### config.mk
export PLATFORM = sky130hd
export DESIGN_NAME = ipsxe_floating_point_input_cond_v1_0
export DESIGN_NICKNAME = d
export VERILOG_FILES = /design/src/rtl/ipsxe_floating_point_pkg.sv /design/src/rtl/ipsxe_floating_point_fp_classify_v1_0.sv /design/src/rtl/ipsxe_floating_point_input_cond_v1_0.sv
export SDC_FILE = /design/constraint.sdc
export NUM_CORES = 1
export LEC_CHECK = 0
export CAP_MARGIN = 25
export CORE_MARGIN = 2
export CORE_UTILIZATION = 44
export DETAILED_ROUTE_END_ITERATION = 8
export PLACE_DENSITY_LB_ADDON = 0.3
export SYNTH_ARGS = -nofsm -noshare
export SYNTH_HDL_FRONTEND = slang
export SYNTH_SLANG_ARGS = --single-unit
### constraint.sdc
create_clock -name i_clk -period 1.97 [get_ports i_clk]
set_clock_uncertainty 0.1 [all_clocks]
set_input_delay 0.4925 -clock i_clk [delete_from_list [all_inputs] [get_ports i_clk]]
set_output_delay 0.4925 -clock i_clk [all_outputs]
set_load 0.005 [all_outputs]
### src/rtl/ipsxe_floating_point_pkg.sv
// Shared definitions for the FP input-conditioning blocks: class codes,
// denormal-policy selectors and the packed operand width helper.
package ipsxe_floating_point_pkg;

  typedef enum logic [2:0] {
    FP_CLS_NORM   = 3'd0,
    FP_CLS_ZERO   = 3'd1,
    FP_CLS_DENORM = 3'd2,
    FP_CLS_INF    = 3'd3,
    FP_CLS_QNAN   = 3'd4,
    FP_CLS_SNAN   = 3'd5
  } fp_class_e;

  localparam int FTZ_PASS   = 0;
  localparam int FTZ_SIGNED = 1;
  localparam int FTZ_ZERO   = 2;

  localparam int FP_CLS_WIDTH = 3;

  function automatic int fp_width(input int exp_w, input int sig_w);
    return 1 + exp_w + sig_w;
  endfunction

endpackage

### src/rtl/ipsxe_floating_point_fp_classify_v1_0.sv
// Combinational classifier for one IEEE-754 operand; also applies the
// selected denormal flush policy. The class always reflects the raw input.
module ipsxe_floating_point_fp_classify_v1_0
  import ipsxe_floating_point_pkg::*;
#(
  parameter int EXP_WIDTH = 8,
  parameter int SIG_WIDTH = 23,
  parameter int FTZ_MODE  = 2,
  localparam int W = 1 + EXP_WIDTH + SIG_WIDTH
) (
  input  logic [W-1:0] op_i,
  output logic [2:0]   class_o,
  output logic [W-1:0] op_o
);

  logic                 sign;
  logic [EXP_WIDTH-1:0] expo;
  logic [SIG_WIDTH-1:0] mant;
  fp_class_e            cls;

  assign sign = op_i[W-1];
  assign expo = op_i[W-2 -: EXP_WIDTH];
  assign mant = op_i[SIG_WIDTH-1:0];

  always_comb begin
    cls = FP_CLS_NORM;
    if (expo == '0) begin
      cls = (mant == '0) ? FP_CLS_ZERO : FP_CLS_DENORM;
    end else if (&expo) begin
      if (mant == '0)              cls = FP_CLS_INF;
      else if (mant[SIG_WIDTH-1])  cls = FP_CLS_QNAN;
      else                         cls = FP_CLS_SNAN;
    end
  end

  always_comb begin
    op_o = op_i;
    if (cls == FP_CLS_DENORM) begin
      if (FTZ_MODE == FTZ_SIGNED)    op_o = {sign, {(W-1){1'b0}}};
      else if (FTZ_MODE == FTZ_ZERO) op_o = '0;
    end
  end

  assign class_o = cls;

endmodule

### src/rtl/ipsxe_floating_point_input_cond_v1_0.sv
// Input-conditioning stage: per-operand classify/flush, one-cycle output
// register backed by a single skid entry, and sticky per-operand denormal flags.
module ipsxe_floating_point_input_cond_v1_0
  import ipsxe_floating_point_pkg::*;
#(
  parameter int EXP_WIDTH = 8,
  parameter int SIG_WIDTH = 23,
  parameter int NUM_OPS   = 3,
  parameter int FTZ_MODE  = 2,
  localparam int W = 1 + EXP_WIDTH + SIG_WIDTH
) (
  input  logic                           i_clk,
  input  logic                           i_rst_n,
  input  logic                           i_valid,
  output logic                           o_ready,
  input  logic [NUM_OPS*W-1:0]           i_data,
  output logic                           o_valid,
  input  logic                           i_ready,
  output logic [NUM_OPS*W-1:0]           o_data,
  output logic [NUM_OPS*FP_CLS_WIDTH-1:0] o_class,
  input  logic                           i_flag_clr,
  output logic [NUM_OPS-1:0]             o_denorm_stk
);

  if (NUM_OPS < 1 || NUM_OPS > 4 || FTZ_MODE < 0 || FTZ_MODE > 2 ||
      EXP_WIDTH < 2 || SIG_WIDTH < 1) begin : g_bad_param
    $error("ipsxe_floating_point_input_cond_v1_0: illegal parameter set");
  end

  logic [NUM_OPS*W-1:0]            cond_data;
  logic [NUM_OPS*FP_CLS_WIDTH-1:0] cond_cls;
  logic [NUM_OPS-1:0]              cond_dn;

  for (genvar k = 0; k < NUM_OPS; k++) begin : g_op
    ipsxe_floating_point_fp_classify_v1_0 #(
      .EXP_WIDTH(EXP_WIDTH),
      .SIG_WIDTH(SIG_WIDTH),
      .FTZ_MODE (FTZ_MODE)
    ) u_classify (
      .op_i   (i_data[k*W +: W]),
      .class_o(cond_cls[k*FP_CLS_WIDTH +: FP_CLS_WIDTH]),
      .op_o   (cond_data[k*W +: W])
    );
    assign cond_dn[k] = (cond_cls[k*FP_CLS_WIDTH +: FP_CLS_WIDTH] == FP_CLS_DENORM);
  end

  logic                            out_valid_q, out_valid_d;
  logic [NUM_OPS*W-1:0]            out_data_q, out_data_d;
  logic [NUM_OPS*FP_CLS_WIDTH-1:0] out_cls_q, out_cls_d;
  logic                            skid_valid_q, skid_valid_d;
  logic [NUM_OPS*W-1:0]            skid_data_q, skid_data_d;
  logic [NUM_OPS*FP_CLS_WIDTH-1:0] skid_cls_q, skid_cls_d;
  logic                            ready_q, ready_d;
  logic [NUM_OPS-1:0]              stk_q, stk_d;
  logic                            in_xfer, out_xfer;

  // Handshake: a beat moves when valid and ready are both high at the rising
  // edge; a presented output beat holds its data until it is taken.
  assign in_xfer  = i_valid & ready_q;
  assign out_xfer = out_valid_q & i_ready;

  always_comb begin
    out_valid_d  = out_valid_q;
    out_data_d   = out_data_q;
    out_cls_d    = out_cls_q;
    skid_valid_d = skid_valid_q;
    skid_data_d  = skid_data_q;
    skid_cls_d   = skid_cls_q;
    if (!out_valid_q || out_xfer) begin
      if (skid_valid_q) begin
        out_valid_d  = 1'b1;
        out_data_d   = skid_data_q;
        out_cls_d    = skid_cls_q;
        skid_valid_d = 1'b0;
      end else if (in_xfer) begin
        out_valid_d = 1'b1;
        out_data_d  = cond_data;
        out_cls_d   = cond_cls;
      end else begin
        out_valid_d = 1'b0;
      end
    end else if (in_xfer) begin
      // Output stalled: park the accepted beat; ready is low only when skid is full.
      skid_valid_d = 1'b1;
      skid_data_d  = cond_data;
      skid_cls_d   = cond_cls;
    end
    ready_d = ~skid_valid_d;
    stk_d   = (i_flag_clr ? '0 : stk_q) | (in_xfer ? cond_dn : '0);
  end

  always_ff @(posedge i_clk or negedge i_rst_n) begin
    if (!i_rst_n) begin
      out_valid_q  <= 1'b0;
      out_data_q   <= '0;
      out_cls_q    <= '0;
      skid_valid_q <= 1'b0;
      skid_data_q  <= '0;
      skid_cls_q   <= '0;
      ready_q      <= 1'b1;
      stk_q        <= '0;
    end else begin
      out_valid_q  <= out_valid_d;
      out_data_q   <= out_data_d;
      out_cls_q    <= out_cls_d;
      skid_valid_q <= skid_valid_d;
      skid_data_q  <= skid_data_d;
      skid_cls_q   <= skid_cls_d;
      ready_q      <= ready_d;
      stk_q        <= stk_d;
    end
  end

  assign o_ready      = ready_q;
  assign o_valid      = out_valid_q;
  assign o_data       = out_data_q;
  assign o_class      = out_cls_q;
  assign o_denorm_stk = stk_q;

endmodule

==> metrics.txt <==
status finished with violations; failing checks negative setup slack; Hold Path Class primary input to flop; TritonCTS clock tree built; Seq/Total Area, Yosys 54.7%; Pins Over Slew Limit 0; initial antenna violation count 1; most common cell after layout, fill and taps aside nand2_1; Placed Instances 1636; initial DRC count 576; Synth Flop Type dfrtp_1; H-tree depth 1; Syn Nets 1172; pre-CTS WS -681 ps; mean area per synthesized cell 9.23 µm²; max cap viols 0; total power 14.4 mW; commonest non-fill, non-tap cells in the layout nand2_1, dfrtp_1, buf_4; CP Data Arrival Time 2340 ps; I/O pin count 211; row count 54; DP Wirelength 19.9 mm; final net count 1526; Final GP Congestion 0.812; worst setup path start i_data[69]; Root Buffer clkbuf_16; cts bufs inserted 24; Clock Latency Late Sink 500 ps; Reg clk slew, reported paths 60 ps; Post-synth EDFFs 0; Seq cells post-synth 216; final hold slack 190 ps; HP Start i_data[59]; Core ar. 0.0220 mm²; WS Path Type primary input to flop; Mapped Cells 1071; # port buffers 210; Setup WS post-layout -58.2 ps; Cell Area, Placed 0.0134 mm²; CTS max path bufs 3; Leak 7.36 nW; Synth cell types 40; router iterations before antenna repair 5; Critical R2R Launch o_ready$_DFF_PN1_; endpoints failing setup 15; Starting Density 45.0%; die width 154 µm; VDD IR-drop max 0.000812 V; data required time at the worst endpoint 2280 ps; Total GRT Usage 25.2%; Post-Route WL 31.0 mm; Syn Std Cell Area 0.00989 mm²; min Tclk post-route 2030 ps; post-route cell area 0.0149 mm²; warnings from Yosys 0; TritonCTS Sinks 216; DR vias 9318; number of global-route vias before repair 9269; worst relative slew slack 69.4%; achievable clock frequency 493 MHz; post-route ant nets 0; crit path launch type primary input; grt ovf 0; Sum Neg Setup Slack -145 ps; final hold violation count 0; layout cell share with drive strength beyond 1 22.9%; unrepaired setup endpoints after global routing yes; Final Non-Filler Cells 1724; pwr dens 967 mW/mm²; die height 154 µm; Worst Tran Pin Value 455 ps; Area Growth Syn to Fin 50.3%; Critical Path End Type flop; final period utilization 103%; Finished Core Util 67.7%; worst-path fanout max 9; Avg WL per Cell 18.0 µm; FFs w/ async S/R, synth 100%; vias per cell 5.40; die area 0.0237 mm²; largest net degree at the start of global routing 53; drt drc 0; global-route wire length before repair 48.7 mm
-- flip-flops by register name, indices dropped and copies added, names as in the netlist --
register	flops
o_class	9
o_denorm_stk	3
o_data	96
o_valid	1
skid_cls_q	9
skid_data_q	96
o_ready	1
skid_valid_q	1
-- area by class of cell --
type	count	area, µm²
fill	1729	7090
sequential	216	5410
multi-input combinational	771	4200
timing repair buffer	408	4100
clock buffer	36	717
tap	280	350
clock inverter	8	71.3
inverter	4	15.0
antenna	1	2.50
-- power breakdown --
group,switching [mW],internal (mW)
sequential,0.641,5.57
clock,1.78,2.65
combinational,1.77,1.98
-- repair_timing --
item | 4_1_cts | 5_1_grt
pin swaps | 8 | 10
buffers inserted | 18 | 13
hold endpoints to repair | 41 | 0
resized for setup | 105 | 62
hold buffers | 1 | 0
gates cloned | 3 | 8
endpoints found under the setup margin | 204 | 133
-- path summary, 6_finish.rpt --
| kind | slack [ps] | to | cells past startpoint |
|---|---|---|---|
| worst min-delay path | 190 | skid_data_q[59]$_DFFE_PN0P_ | 3 |
| worst max-delay path | -60 | o_data[75]$_DFFE_PN0P_ | 8 |
| worst min register to register | 370 | skid_data_q[69]$_DFFE_PN0P_ | 2 |
| worst max register to register | 180 | o_data[0]$_DFFE_PN0P_ | 5 |
| min in group asynchronous | 400 | o_data[37]$_DFFE_PN0P_ | 2 |
| max in group asynchronous | 760 | skid_data_q[70]$_DFFE_PN0P_ | 3 |
-- kinds of logic after synthesis --
| family | count (synthesis) | share of synthesized area [%] |
|---|---|---|
| mux | 24 | 2.43 |
| simple gates | 465 | 21.2 |
| flops | 216 | 54.7 |
| buf+inv | 84 | 4.52 |
| compound gates | 282 | 17.1 |
-- Yosys cell counts (2+ instances only) --
| master | instances | area (µm²) |
|---|---|---|
| and3_1 | 75 | 469 |
| dfrtp_1 | 215 | 5380 |
| a21boi_2 | 2 | 22.5 |
| buf_6 | 3 | 33.8 |
| o21ai_0 | 120 | 601 |
| nand4_1 | 8 | 50.1 |
| inv_1 | 4 | 15.0 |
| a31oi_1 | 10 | 62.6 |
| buf_2 | 11 | 55.1 |
| nor3_1 | 4 | 20.0 |
| o2bb2ai_1 | 3 | 26.3 |
| clkbuf_1 | 52 | 195 |
| nand2_1 | 318 | 1190 |
| o21ai_1 | 3 | 15.0 |
| o31ai_1 | 2 | 15.0 |
| a211o_1 | 2 | 17.5 |
| nand3b_1 | 2 | 15.0 |
| buf_8 | 2 | 30.0 |
| clkbuf_2 | 6 | 30.0 |
| nor4_1 | 12 | 75.1 |
| and4_1 | 3 | 26.3 |
| buf_12 | 4 | 80.1 |
| a21oi_1 | 78 | 390 |
| nand3_1 | 6 | 30.0 |
| or4_1 | 10 | 75.1 |
| nand2b_1 | 3 | 18.8 |
| or3_1 | 5 | 31.3 |
| nor2_1 | 13 | 48.8 |
| o21ai_2 | 60 | 526 |
| mux2i_1 | 24 | 240 |
| buf_1 | 2 | 7.51 |
-- critical path, cell delays in order --
cell,delay (ps)
clkdlybuf4s50_1,450
nor4_2,340
buf_4,190
and4_4,260
a21boi_4,70
buf_4,160
clkbuf_16,170
o21ai_0,190
-- per-layer routing --
layer	wire length (µm)	up-vias	global-route usage (%)	part of all wire, %
met3	2400	50	6.31	7.7
li1	-	4394	-	-
met1	13100	4537	34.1	42
met5	0	-	0	0
met4	660	0	7.65	2.1
met2	14800	337	40.4	48
No activity file was read; power rests on OpenSTA's default activity.
